### src/rtl/tank_game_pkg.sv
`default_nettype none
// ============================================================================
//  Package    : tank_game_pkg
//  Description: Shared state encoding, player id, keyboard constants and
//               small helpers for the turn-based tank game.
//  Revision   : 1.0 - initial release
// ============================================================================
package tank_game_pkg;

    typedef enum logic [2:0] {
        ST_IDLE     = 3'd0,
        ST_TURN     = 3'd1,
        ST_FLIGHT   = 3'd2,
        ST_RESOLVE  = 3'd3,
        ST_SWITCH   = 3'd4,
        ST_GAMEOVER = 3'd5
    } state_t;

    typedef enum logic {
        PLAYER_A = 1'b0,
        PLAYER_B = 1'b1
    } player_t;

    localparam logic [7:0] C_KEY_A_LEFT  = 8'h04;
    localparam logic [7:0] C_KEY_A_RIGHT = 8'h07;
    localparam logic [7:0] C_KEY_B_LEFT  = 8'h0D;
    localparam logic [7:0] C_KEY_B_RIGHT = 8'h0F;
    localparam logic [7:0] C_KEY_SPACE   = 8'h2C;
    localparam logic [7:0] C_KEY_ESC     = 8'h29;

    // True when the key is one of the movement keys owned by the given player
    function automatic logic is_move_key(input player_t p, input logic [7:0] k);
        if (p == PLAYER_A)
            return (k == C_KEY_A_LEFT) || (k == C_KEY_A_RIGHT);
        else
            return (k == C_KEY_B_LEFT) || (k == C_KEY_B_RIGHT);
    endfunction

    // Unsigned 4-bit subtraction that floors at zero instead of wrapping
    function automatic logic [3:0] hp_sub_sat(input logic [3:0] hp, input logic [3:0] dmg);
        return (hp > dmg) ? (hp - dmg) : 4'd0;
    endfunction

endpackage
`default_nettype wire

### src/rtl/turn_controller_if.sv
`default_nettype none
// ============================================================================
//  Interface  : turn_controller_if
//  Description: Keyboard / projectile / status bundle between the game
//               fabric (master) and the turn controller (slave).
//  Revision   : 1.0 - initial release
// ============================================================================
interface turn_controller_if;

    logic [7:0] keycode;
    logic       shot_fired;
    logic       proj_done;
    logic       proj_hit;
    logic [7:0] keycode_A;
    logic [7:0] keycode_B;
    logic       active_player;
    logic [3:0] hp_A;
    logic [3:0] hp_B;
    logic [7:0] moves_left;
    logic       game_over;
    logic       winner;

    modport master (
        output keycode, shot_fired, proj_done, proj_hit,
        input  keycode_A, keycode_B, active_player, hp_A, hp_B,
               moves_left, game_over, winner
    );

    modport slave (
        input  keycode, shot_fired, proj_done, proj_hit,
        output keycode_A, keycode_B, active_player, hp_A, hp_B,
               moves_left, game_over, winner
    );

endinterface
`default_nettype wire

### src/rtl/turn_controller_timer.sv
`default_nettype none
// ============================================================================
//  Module     : turn_timer
//  Description: 10-bit frame counter with synchronous clear, count enable and
//               a terminal-count flag at TURN_TIMEOUT-1.
//  Revision   : 1.0 - initial release
// ============================================================================
module turn_timer #(
    parameter int TURN_TIMEOUT = 600
) (
    input  wire logic frame_clk,
    input  wire logic Reset,
    input  wire logic i_clear,
    input  wire logic i_enable,
    output logic      o_tc
);

    localparam logic [9:0] C_TC_VALUE = 10'(TURN_TIMEOUT - 1);

    logic [9:0] r_count;

    // Clear wins over enable so a turn always starts from zero
    always_ff @(posedge frame_clk or posedge Reset) begin
        if (Reset)
            r_count <= 10'd0;
        else if (i_clear)
            r_count <= 10'd0;
        else if (i_enable)
            r_count <= r_count + 10'd1;
    end

    assign o_tc = (r_count == C_TC_VALUE);

endmodule
`default_nettype wire

### src/rtl/turn_controller.sv
`default_nettype none
// ============================================================================
//  Module     : turn_controller
//  Description: Turn sequencing for a two-tank artillery game: gates keyboard
//               input to the active tank, budgets movement, tracks shell
//               flight, applies damage and detects the end of the game.
//  Revision   : 1.0 - initial release
// ============================================================================
module turn_controller
    import tank_game_pkg::*;
#(
    parameter int MOVE_BUDGET  = 120,
    parameter int TURN_TIMEOUT = 600,
    parameter int HIT_DAMAGE   = 2,
    parameter int INIT_HP      = 10
) (
    input  wire logic         frame_clk,
    input  wire logic         Reset,
    turn_controller_if.slave  bus
);

    localparam logic [7:0] C_MOVES = 8'(MOVE_BUDGET);
    localparam logic [3:0] C_HP    = 4'(INIT_HP);
    localparam logic [3:0] C_DMG   = 4'(HIT_DAMAGE);

    state_t     r_state;
    state_t     w_state_next;
    player_t    r_active;
    logic [7:0] r_moves;
    logic [3:0] r_hp_a;
    logic [3:0] r_hp_b;
    logic       r_hit_latch;
    logic       r_winner;

    logic       w_timer_clr;
    logic       w_timer_en;
    logic       w_timer_tc;
    logic       w_move_dec;
    logic       w_is_move;
    logic [7:0] w_gated_key;
    logic [7:0] w_key_a;
    logic [7:0] w_key_b;
    logic [3:0] w_opp_hp;
    logic [3:0] w_opp_hp_new;

    turn_timer #(
        .TURN_TIMEOUT (TURN_TIMEOUT)
    ) u_turn_timer (
        .frame_clk (frame_clk),
        .Reset     (Reset),
        .i_clear   (w_timer_clr),
        .i_enable  (w_timer_en),
        .o_tc      (w_timer_tc)
    );

    // An exhausted budget blanks only the active tank's movement keys
    assign w_is_move    = is_move_key(r_active, bus.keycode);
    assign w_gated_key  = (w_is_move && (r_moves == 8'd0)) ? 8'h00 : bus.keycode;

    // Opponent HP as it will be after this RESOLVE frame
    assign w_opp_hp     = (r_active == PLAYER_A) ? r_hp_b : r_hp_a;
    assign w_opp_hp_new = r_hit_latch ? hp_sub_sat(w_opp_hp, C_DMG) : w_opp_hp;

    // State register
    always_ff @(posedge frame_clk or posedge Reset) begin
        if (Reset)
            r_state <= ST_IDLE;
        else
            r_state <= w_state_next;
    end

    // Next-state and per-state control/key gating
    always_comb begin
        w_state_next = r_state;
        w_key_a      = 8'h00;
        w_key_b      = 8'h00;
        w_timer_clr  = 1'b0;
        w_timer_en   = 1'b0;
        w_move_dec   = 1'b0;
        case (r_state)
            ST_IDLE: begin
                w_timer_clr = 1'b1;
                if (bus.keycode == C_KEY_SPACE)
                    w_state_next = ST_TURN;
            end
            ST_TURN: begin
                w_timer_en = 1'b1;
                if (r_active == PLAYER_A)
                    w_key_a = w_gated_key;
                else
                    w_key_b = w_gated_key;
                w_move_dec = w_is_move && (r_moves != 8'd0);
                // A shot on the timeout frame still counts as a shot
                if (bus.shot_fired)
                    w_state_next = ST_FLIGHT;
                else if (w_timer_tc)
                    w_state_next = ST_SWITCH;
            end
            ST_FLIGHT: begin
                if (bus.proj_done)
                    w_state_next = ST_RESOLVE;
            end
            ST_RESOLVE: begin
                w_state_next = (w_opp_hp_new == 4'd0) ? ST_GAMEOVER : ST_SWITCH;
            end
            ST_SWITCH: begin
                w_timer_clr  = 1'b1;
                w_state_next = ST_TURN;
            end
            ST_GAMEOVER: begin
                if (bus.keycode == C_KEY_ESC)
                    w_state_next = ST_IDLE;
            end
            default: begin
                w_state_next = ST_IDLE;
            end
        endcase
    end

    // Turn datapath: active player, move budget, hit latch, HP and winner
    always_ff @(posedge frame_clk or posedge Reset) begin
        if (Reset) begin
            r_active    <= PLAYER_A;
            r_moves     <= C_MOVES;
            r_hit_latch <= 1'b0;
            r_hp_a      <= C_HP;
            r_hp_b      <= C_HP;
            r_winner    <= 1'b0;
        end else begin
            case (r_state)
                ST_IDLE: begin
                    if (bus.keycode == C_KEY_SPACE) begin
                        r_active <= PLAYER_A;
                        r_moves  <= C_MOVES;
                    end
                end
                ST_TURN: begin
                    if (w_move_dec)
                        r_moves <= r_moves - 8'd1;
                end
                ST_FLIGHT: begin
                    if (bus.proj_done)
                        r_hit_latch <= bus.proj_hit;
                end
                ST_RESOLVE: begin
                    r_hit_latch <= 1'b0;
                    if (r_hit_latch) begin
                        if (r_active == PLAYER_A)
                            r_hp_b <= w_opp_hp_new;
                        else
                            r_hp_a <= w_opp_hp_new;
                        if (w_opp_hp_new == 4'd0)
                            r_winner <= r_active;
                    end
                end
                ST_SWITCH: begin
                    r_active <= (r_active == PLAYER_A) ? PLAYER_B : PLAYER_A;
                    r_moves  <= C_MOVES;
                end
                ST_GAMEOVER: begin
                    if (bus.keycode == C_KEY_ESC) begin
                        r_hp_a <= C_HP;
                        r_hp_b <= C_HP;
                    end
                end
                default: begin
                    r_hit_latch <= 1'b0;
                end
            endcase
        end
    end

    assign bus.keycode_A     = w_key_a;
    assign bus.keycode_B     = w_key_b;
    assign bus.active_player = r_active;
    assign bus.hp_A          = r_hp_a;
    assign bus.hp_B          = r_hp_b;
    assign bus.moves_left    = r_moves;
    assign bus.game_over     = (r_state == ST_GAMEOVER);
    assign bus.winner        = r_winner;

endmodule
`default_nettype wire

### src/flat_wrapper.sv
// flat-port wrapper written by rule: the top's interface ports become plain ports
module turn_controller_flat import tank_game_pkg::*;
#(
    parameter int MOVE_BUDGET  = 120,
    parameter int TURN_TIMEOUT = 600,
    parameter int HIT_DAMAGE   = 2,
    parameter int INIT_HP      = 10
)
  (frame_clk, Reset, bus_keycode, bus_shot_fired, bus_proj_done, bus_proj_hit, bus_keycode_A, bus_keycode_B, bus_active_player, bus_hp_A, bus_hp_B, bus_moves_left, bus_game_over, bus_winner);
  turn_controller_if bus_i ();
  input  wire logic frame_clk;
  input  wire logic Reset;
  input wire logic [$bits(bus_i.keycode)-1:0] bus_keycode;
  input wire logic [$bits(bus_i.shot_fired)-1:0] bus_shot_fired;
  input wire logic [$bits(bus_i.proj_done)-1:0] bus_proj_done;
  input wire logic [$bits(bus_i.proj_hit)-1:0] bus_proj_hit;
  output wire logic [$bits(bus_i.keycode_A)-1:0] bus_keycode_A;
  output wire logic [$bits(bus_i.keycode_B)-1:0] bus_keycode_B;
  output wire logic [$bits(bus_i.active_player)-1:0] bus_active_player;
  output wire logic [$bits(bus_i.hp_A)-1:0] bus_hp_A;
  output wire logic [$bits(bus_i.hp_B)-1:0] bus_hp_B;
  output wire logic [$bits(bus_i.moves_left)-1:0] bus_moves_left;
  output wire logic [$bits(bus_i.game_over)-1:0] bus_game_over;
  output wire logic [$bits(bus_i.winner)-1:0] bus_winner;
  assign bus_i.keycode = bus_keycode;
  assign bus_i.shot_fired = bus_shot_fired;
  assign bus_i.proj_done = bus_proj_done;
  assign bus_i.proj_hit = bus_proj_hit;
  assign bus_keycode_A = bus_i.keycode_A;
  assign bus_keycode_B = bus_i.keycode_B;
  assign bus_active_player = bus_i.active_player;
  assign bus_hp_A = bus_i.hp_A;
  assign bus_hp_B = bus_i.hp_B;
  assign bus_moves_left = bus_i.moves_left;
  assign bus_game_over = bus_i.game_over;
  assign bus_winner = bus_i.winner;
  turn_controller #(.MOVE_BUDGET(MOVE_BUDGET), .TURN_TIMEOUT(TURN_TIMEOUT), .HIT_DAMAGE(HIT_DAMAGE), .INIT_HP(INIT_HP)) u_core (.frame_clk(frame_clk), .Reset(Reset), .bus(bus_i));
endmodule
### config.mk
export PLATFORM = sky130hd
export DESIGN_NAME = turn_controller_flat
export DESIGN_NICKNAME = d
export VERILOG_FILES = /design/src/rtl/tank_game_pkg.sv /design/src/rtl/turn_controller_if.sv /design/src/rtl/turn_controller_timer.sv /design/src/rtl/turn_controller.sv /design/src/flat_wrapper.sv
export SDC_FILE = /design/constraint.sdc
export NUM_CORES = 1
export LEC_CHECK = 0
export CAP_MARGIN = 25
export CORE_ASPECT_RATIO = 1.75
export CORE_MARGIN = 2
export CORE_UTILIZATION = 50
export DETAILED_ROUTE_END_ITERATION = 10
export GPL_ROUTABILITY_DRIVEN = 0
export PLACE_DENSITY = 0.79
export SLEW_MARGIN = 10
export SYNTH_ARGS = -nofsm -noshare
export SYNTH_HDL_FRONTEND = slang
export SYNTH_SLANG_ARGS = --single-unit
### constraint.sdc
create_clock -name frame_clk -period 6 [get_ports frame_clk]
set_input_delay 0.9 -clock frame_clk [delete_from_list [all_inputs] [get_ports frame_clk]]
set_output_delay 0.9 -clock frame_clk [all_outputs]
set_load 0.01 [all_outputs]
==> results of run 1 <==
metal layers:
| metal | wire length [um] | up-vias | GRT usage | part of all wire |
|---|---|---|---|---|
| li1 | - | 922 | - | - |
| met1 | 1920 | 918 | 0.252 | 0.37 |
| met2 | 2980 | 43 | 0.454 | 0.57 |
| met3 | 173 | 12 | 0.0513 | 0.033 |
| met4 | 151 | 0 | 0.100 | 0.029 |
| met5 | 0 | - | 0 | 0 |
critical path: cells and delay by family:
| family | cells | cell delay [ns] |
|---|---|---|
| buffers and inverters | 2 | 0.91 |
| AND/OR/NAND/NOR | 5 | 1.32 |
state kept, by name, indices dropped and copies added (netlist names):
register / flops
u_core.r_state: 3
u_core.r_hit_latch: 1
u_core.bus.hp_B: 4
u_core.bus.winner: 1
u_core.bus.hp_A: 4
u_core.bus.active_player: 1
u_core.bus.moves_left: 8
u_core.u_turn_timer.r_count: 10
area by class of cell:
cell class              count  area share
clock inverters             2      0.0130
repair buffers             48       0.177
multi-input cells         177       0.443
flip-flops and latches     32       0.300
inverters                  12      0.0167
clock buffers               6      0.0269
well taps                  49      0.0227
final timing paths:
check,start,cells after the start,to
hold / removal,u_core.u_turn_timer.r_count[5]$_DFFE_PP0P_,1,u_core.u_turn_timer.r_count[5]$_DFFE_PP0P_
hold reg to reg,u_core.u_turn_timer.r_count[5]$_DFFE_PP0P_,1,u_core.u_turn_timer.r_count[5]$_DFFE_PP0P_
setup / recovery,bus_keycode[4],7,bus_keycode_A[3]
min in group asynchronous,Reset,3,u_core.u_turn_timer.r_count[3]$_DFFE_PP0P_
max in group asynchronous,Reset,3,u_core.bus.moves_left[6]$_DFFE_PP1P_
setup reg to reg,u_core.bus.active_player$_DFFE_PP0P_,7,u_core.bus.winner$_DFFE_PP0P_
kinds of logic (layout without fill, tap and decap cells):
kind of cell | after synthesis | in the layout
AND/OR/NAND/NOR | 110 | 110
buffers and inverters | 25 | 68
flip-flops | 32 | 32
XOR/XNOR | 6 | 6
multiplexers | 16 | 16
adder cells (fa/ha/maj) | 4 | 4
AO/OA/AOI/OAI | 41 | 41
power by group:
part / internal, mW / switching, mW
sequential: 0.278 / 0.0905
clock: 0.123 / 0.0824
combinational: 0.248 / 0.279
total: 0.649 / 0.452
cell usage in the layout, fill, tap and decap left out, types with 2 or more instances in the layout:
| cell | count |
|---|---|
| a211o_1 | 2 |
| a211oi_1 | 2 |
| a21o_1 | 2 |
| a21oi_1 | 7 |
| a31oi_1 | 3 |
| and2_1 | 4 |
| and3_1 | 11 |
| and3_2 | 2 |
| clkbuf_8 | 5 |
| clkdlybuf4s50_1 | 47 |
| dfrtp_1 | 24 |
| dfstp_2 | 8 |
| ha_1 | 4 |
| inv_1 | 12 |
| mux2_2 | 3 |
| mux2_4 | 2 |
| mux2i_1 | 11 |
| nand2_1 | 23 |
| nand3_1 | 14 |
| nand3b_1 | 2 |
| nand4_1 | 3 |
| nor2_1 | 18 |
| nor2_4 | 2 |
| nor2b_1 | 3 |
| nor3_1 | 11 |
| nor4_1 | 5 |
| o21ai_0 | 9 |
| o31a_2 | 2 |
| o41ai_4 | 2 |
| xor2_1 | 5 |
==> flow_summary.toml, run 1 <==
[detailed_routing]
drc = 0
drt_iter0_markers = 58
firstDrtPassIters = 4
ant_nets = 0
vias = 1895
via_per_inst = 5.81
finalWirelength_mm = 5.22
detail_route.wl_per_cell_um = 16.0

[clock_network]
htreeDepth = 2
path_clk_slew_ns = 0.07
root_buffer = "clkbuf_8"
clock-sinks = 32
cts_resized = 0
insertion_delay_ns = 0.28
cts_setup_buffers = 0
cts_tree = "built"
ctsHoldBuffers = 0
cts_buffers = 5
clockBufferDepth = 2

[timing]
slew_headroom = 0.378
setup_slack_ns = 1.99
finalHoldViolCount = 0
fin_hold_ws_ns = 0.490
period_minus_slack_ns = 4.01
max_freq_mhz = 249
setup_tns_ns = 0
slew_viol_final = 0
fin_crit_sh = 0.669
rsz0062_at_grt = "no"
setup_viol = 0
worst_pin_slew_ns = 0.932
clock_skew_ns = 0.00337

[layout]
drive_gt1_frac = 0.126
nFillCells = 375
multi_input_area_um2 = 1200
fin_nets = 293
final-seq-area_um2 = 811
area_delta_synth_final_pct = 26.4
final_area_um2 = 2700
antennaDiodeCount = 0
final_util = 0.656
stdcell_count = 326

[setup_path]
regToRegSetupSlack_ns = 2.95
slowest_stage = "clkdlybuf4s50_1"
crit_required_ns = 5.10
worst_setup_path_start_kind = "input pin"
cp_max_fo = 6
path_class = "input pin to output port"
cpPeakStageDelay_ns = 0.47
worstSetupEndpointType = "output port"
crit_chain = "clkdlybuf4s50_1 > or3_4 > nor3_1 > and3b_1 > nor3_1 > and2_1 > clkdlybuf4s50_1"
cp.arrival_ns = 3.11

[floorplan]
start_util = 0.519
die_h_um = 90.5
die-width_um = 53.4
row_count = 31
design.die.area_um2 = 4830
pin_count = 48
fp.coreArea_um2 = 4110

[pwr]
power-per-cell-area_nw_per_um2 = 408
leakagePower_nw = 1.15
total_power_mw = 1.10
ir_drop_mv = 0.333

[worst_hold_path]
worstHoldPathType = "flip-flop to flip-flop"

[global_routing]
antenna_found_initial = 0
grt_pass1_vias = 1941
grt_overflow = 0
grt_first_pass_wirelength_mm = 8.96
grt_usage = 0.247
grt_max_degree = 33

[yosys]
synth_top_family_by_area = "simple AND/OR/NAND/NOR gates"
synth_compound_gate_area_share = 0.149
synthXorXnorAreaFrac = 0.0246
synth_top_area_share = 0.281
ys_seq_area_frac = 0.380
synth_seq_cells = 32
synth_top_area_cell = "dfrtp_1"
synth_top_cells_by_count = "dfrtp_1 (24), nand2_1 (23), nor2_1 (18), nand3_1 (14), inv_1 (12)"
yosysWarnings = 0
syn-num-nets = 251
syn_inst = 234
synth.most_common_cell = "dfrtp_1"
ys.flop_type = "dfrtp_1"
async_flop_share = 1.00
synth-edff-count = 0
synth_fa_ha_area_frac = 0.0234
synthMuxAreaShare = 0.0814
synth_area_leaders = "dfrtp_1 (28%), dfstp_2 (9.8%), mux2i_1 (5.2%)"
synthesis.area_um2 = 2140
synth.distinct_cells = 57
synth-simple-area-share = 0.282
syn_avg_cell_area_um2 = 9.13

[run_status]
status = "complete, no violations"

[job]
maxCapViolCount = 0

[placed_design]
dp_hpwl_mm = 3.88
io_buffers = 47
place_area_um2 = 2590
place_ws_ns = 1.99
dp.cells = 318
Power figures use the tool's default switching activity.
==> inputs of run 2 (changes only) <==
==> constraint.sdc (replaced) <==
create_clock -name frame_clk -period 3.75 [get_ports frame_clk]
set_input_delay 0.5625 -clock frame_clk [delete_from_list [all_inputs] [get_ports frame_clk]]
set_output_delay 0.5625 -clock frame_clk [all_outputs]
set_load 0.01 [all_outputs]
==> run 2 against run 1 <==
First-iteration DRC count is 55% lower; clock power is 61% higher; critical path depth unchanged; register-to-register slack worse by 2.0 ns; non-clock buffer count up 3; worst setup slack got worse by 1.5 ns; utilization grew 0.55 points; sequential power grew 57%; routed wire length is 0.65% lower; sequential share of layout area decreased by 0.25 points; combinational power up 66%; largest power group unchanged.
==> flow_summary.toml, run 2 (synthesis results as in run 1) <==
[run_status]
status = "complete, no violations"

[timing]
setup_viol = 0
worst_pin_slew_ns = 0.553
setup_tns_ns = 0
clock_skew_ns = 0.00618
max_freq_mhz = 307
slew_headroom = 0.631
slew_viol_final = 0
fin_crit_sh = 0.869
rsz0062_at_grt = "no"
fin_hold_ws_ns = 0.492
setup_slack_ns = 0.492
period_minus_slack_ns = 3.26
finalHoldViolCount = 0

[detailed_routing]
finalWirelength_mm = 5.19
drc = 0
ant_nets = 0
firstDrtPassIters = 4
via_per_inst = 5.85
met2RoutedLength_mm = 2.91
wl_met1_mm = 1.88
drt_iter0_markers = 26
wl_met3_um = 197
detail_route.wl_per_cell_um = 15.8
top_layer = "met4"
vias = 1926

[clock_network]
clockBufferDepth = 2
path_clk_slew_ns = 0.07
cts_setup_buffers = 0
cts_tree = "built"
root_buffer = "clkbuf_8"
insertion_delay_ns = 0.29
cts_buffers = 5
ctsHoldBuffers = 0
cts_resized = 0
htreeDepth = 2
clock-sinks = 32

[setup_path]
crit_start = "bus_keycode[4]"
crit_end = "bus_keycode_A[3]"
reg2reg_from = "u_core.bus.active_player$_DFFE_PP0P_"
cp.arrival_ns = 2.70
regToRegSetupSlack_ns = 0.96
r2r_cells = 8
reg2reg_to = "u_core.bus.winner$_DFFE_PP0P_"
worstSetupEndpointType = "output port"
path_class = "input pin to output port"
crit_required_ns = 3.19
worst_setup_path_start_kind = "input pin"
cp_max_fo = 6

[pwr]
ir_drop_mv = 0.511
power-per-cell-area_nw_per_um2 = 654
leakagePower_nw = 1.16
total_power_mw = 1.78

[placed_design]
place_ws_ns = 0.497
io_buffers = 47
place_area_um2 = 2610
dp_hpwl_mm = 4.02

[global_routing]
grt_pass1_vias = 1917
grt_max_degree = 24
grt_first_pass_wirelength_mm = 8.90
antenna_found_initial = 0
grt_overflow = 0
grt_usage = 0.247

[layout]
drive_gt1_frac = 0.136
final_common_cell = "clkdlybuf4s50_1"
final_area_um2 = 2720
final_cell_mix = "clkdlybuf4s50_1 (47), dfrtp_1 (24), nand2_1 (23)"
antennaDiodeCount = 0
regMostFlops = "u_core.u_turn_timer.r_count"
area_delta_synth_final_pct = 27.4
largest_register_ffs = 10
fin_nets = 296

[floorplan]
start_util = 0.519
pin_count = 48
die_h_um = 90.5
fp.coreArea_um2 = 4110
row_count = 31
die-width_um = 53.4
design.die.area_um2 = 4830

[job]
maxCapViolCount = 0

[worst_hold_path]
worstHoldPathType = "flip-flop to flip-flop"
[run 2: cell types whose count changed in the layout (fill, tap and decap cells not counted)]
| cell | before | now |
|---|---|---|
| buf_4 | 1 | 4 |
[run 2: worst min-delay path by stage]
| stage | from | end | slack (ns) | cells after the start |
|---|---|---|---|---|
| after detailed placement | u_core.u_turn_timer.r_count[5]$_DFFE_PP0P_ | u_core.u_turn_timer.r_count[5]$_DFFE_PP0P_ | 0.49 | 1 |
| after global routing | u_core.bus.winner$_DFFE_PP0P_ | u_core.bus.winner$_DFFE_PP0P_ | 0.53 | 1 |
| after CTS | u_core.u_turn_timer.r_count[5]$_DFFE_PP0P_ | u_core.u_turn_timer.r_count[5]$_DFFE_PP0P_ | 0.50 | 1 |
| after global placement | u_core.u_turn_timer.r_count[9]$_DFFE_PP0P_ | u_core.u_turn_timer.r_count[9]$_DFFE_PP0P_ | 0.48 | 1 |
| final | u_core.u_turn_timer.r_count[9]$_DFFE_PP0P_ | u_core.u_turn_timer.r_count[9]$_DFFE_PP0P_ | 0.49 | 1 |
| after floorplan | u_core.u_turn_timer.r_count[9]$_DFFE_PP0P_ | u_core.u_turn_timer.r_count[9]$_DFFE_PP0P_ | 0.45 | 1 |
[run 2: layer usage]
metal,vias to the layer above,GRT usage
met5,-,0
met4,0,0.141
met3,16,0.0596
met2,50,0.433
met1,934,0.249
li1,926,-
[run 2: area by class of cell]
type | instances | area, um2
clock buffer | 6 | 72.6
clock inverter | 2 | 35.0
fill | 370 | 1390
inverter | 12 | 45.0
multi-input combinational | 177 | 1200
sequential | 32 | 811
tap | 49 | 61.3
timing repair buffer | 51 | 500
[run 2: critical path, cell delays in order]
cell and delay (ns):
clkdlybuf4s50_1 0.43, or3_4 0.43, nor3_1 0.23, and3b_1 0.32, nor3_1 0.08, and2_1 0.17
clkdlybuf4s50_1 0.47
[run 2: metrics by stage]
| step | cells | utilization |
|---|---|---|
| floorplan | 234 | - |
| global placement | 321 | 0.636 |
| detailed placement | 321 | 0.636 |
| CTS | 329 | 0.662 |
| global route | 329 | 0.662 |
| finish | 329 | 0.662 |
[run 2: report_power, final]
part,switching [mW],internal (mW)
Clock,0.134,0.197
Sequential,0.132,0.445
Combinational,0.458,0.415
Total,0.724,1.06
==> inputs of run 3 (changes only) <==
--- a/config.mk
+++ b/config.mk
@@ -11,6 +11,7 @@
 export CORE_UTILIZATION = 50
 export DETAILED_ROUTE_END_ITERATION = 10
 export GPL_ROUTABILITY_DRIVEN = 0
+export GPL_TIMING_DRIVEN = 0
 export PLACE_DENSITY = 0.79
 export SLEW_MARGIN = 10
 export SYNTH_ARGS = -nofsm -noshare
==> constraint.sdc (replaced) <==
create_clock -name frame_clk -period 3.75 [get_ports frame_clk]
set_input_delay 0.75 -clock frame_clk [delete_from_list [all_inputs] [get_ports frame_clk]]
set_output_delay 0.75 -clock frame_clk [all_outputs]
set_load 0.01 [all_outputs]
==> run 3 against run 2 <==
Clock-buffer cell count stayed put; clock power hardly changed; cell area is 2.2% higher; clock skew is 0.0010 ns lower; utilization is 1.4 points higher; power is 3.4% higher.
==> flow_summary.toml, run 3 (synthesis results as in run 1) <==
[detailed_routing]
drt_iter0_markers = 63
via_per_inst = 5.75
detail_route.wl_per_cell_um = 16.3
drc = 0
ant_nets = 0
firstDrtPassIters = 4
vias = 1942
finalWirelength_mm = 5.51

[pwr]
power-per-cell-area_nw_per_um2 = 662
ir_drop_mv = 0.501
total_power_mw = 1.84
leakagePower_nw = 1.19

[layout]
regMostFlops = "u_core.u_turn_timer.r_count"
final_common_cell = "clkdlybuf4s50_1"
stdcell_count = 338
final_util = 0.676
antennaDiodeCount = 0
drive_gt1_frac = 0.152
final_cell_mix = "clkdlybuf4s50_1 (47), dfrtp_1 (24), nand2_1 (23)"
fin_nets = 305
largest_register_ffs = 10
final_area_um2 = 2780
area_delta_synth_final_pct = 30.2

[floorplan]
pin_count = 48
die_h_um = 90.5
row_count = 31
die-width_um = 53.4
design.die.area_um2 = 4830
start_util = 0.519
fp.coreArea_um2 = 4110

[clock_network]
path_clk_slew_ns = 0.07
root_buffer = "clkbuf_8"
cts_tree = "built"
htreeDepth = 2
clockBufferDepth = 2
clock-sinks = 32
insertion_delay_ns = 0.28
cts_buffers = 5

[setup_path]
crit_start = "bus_keycode[4]"
worst_setup_path_start_kind = "input pin"
reg2reg_from = "u_core.bus.active_player$_DFFE_PP0P_"
worstSetupEndpointType = "output port"
crit_required_ns = 3.00
path_class = "input pin to output port"
cp.arrival_ns = 2.84
cp_max_fo = 6

[timing]
setup_slack_ns = 0.161
worst_pin_slew_ns = 0.675
max_freq_mhz = 279
clock_skew_ns = 0.00517
period_minus_slack_ns = 3.59
rsz0062_at_grt = "no"
finalHoldViolCount = 0
setup_viol = 0
fin_crit_sh = 0.957
slew_viol_final = 0
fin_hold_ws_ns = 0.482
slew_headroom = 0.549
setup_tns_ns = 0

[placed_design]
io_buffers = 47
place_area_um2 = 2670
place_ws_ns = 0.0941
dp.cells = 330
dp_hpwl_mm = 4.23

[run_status]
status = "complete, no violations"

[worst_hold_path]
worstHoldPathType = "flip-flop to flip-flop"
hold_start = "u_core.u_turn_timer.r_count[9]$_DFFE_PP0P_"

[global_routing]
grt_pass1_vias = 1977
grt_overflow = 0
antenna_found_initial = 0
grt_max_degree = 33
grt_usage = 0.253
grt_first_pass_wirelength_mm = 9.22

[job]
maxCapViolCount = 0
==> run 3: per-layer routing <==
| metal | GRT usage | part of all wire | up-vias |
|---|---|---|---|
| met4 | 0.0876 | 0.024 | 0 |
| li1 | - | - | 943 |
| met2 | 0.470 | 0.58 | 42 |
| met5 | 0 | 0 | - |
| met3 | 0.0364 | 0.026 | 12 |
| met1 | 0.270 | 0.37 | 945 |
==> run 3: power by group <==
part | internal (mW) | switching (mW) | leakage (nW)
clock | 0.197 | 0.131 | 0.0552
combinational | 0.440 | 0.548 | 0.728
sequential | 0.445 | 0.0795 | 0.407
total | 1.08 | 0.758 | 1.19
==> run 3: path summary, 6_finish.rpt <==
kind,slack (ns),cells past startpoint,end
setup reg to reg,0.99,8,u_core.bus.winner$_DFFE_PP0P_
hold reg to reg,0.48,1,u_core.u_turn_timer.r_count[9]$_DFFE_PP0P_
setup / recovery,0.16,8,bus_keycode_A[3]
max in group asynchronous,2.42,2,u_core.bus.active_player$_DFFE_PP0P_
hold / removal,0.48,1,u_core.u_turn_timer.r_count[9]$_DFFE_PP0P_
min in group asynchronous,0.89,2,u_core.u_turn_timer.r_count[9]$_DFFE_PP0P_
==> run 3: area by class of cell <==
type                    count  area (um2)
multi-input cells         177        1200
inverters                  12        45.0
plain buffers              13        83.8
well taps                  49        61.3
fillers                   356        1330
clock inverters             2        35.0
repair buffers             47         470
clock buffers               6        72.6
flip-flops and latches     32         811
==> run 3: critical path, cell delays in order <==
cell	delay (ns)
clkdlybuf4s50_1	0.43
or3_4	0.44
nor3_2	0.19
and3b_1	0.18
buf_2	0.15
nor3_1	0.06
and2_1	0.16
clkdlybuf4s50_1	0.47
==> run 3: what timing repair did <==
action	CTS	global route
setup buffers	0	0
endpoints found under the hold margin	0	0
setup endpoints to repair	0	4
resized for setup	0	1
hold buffers	0	0
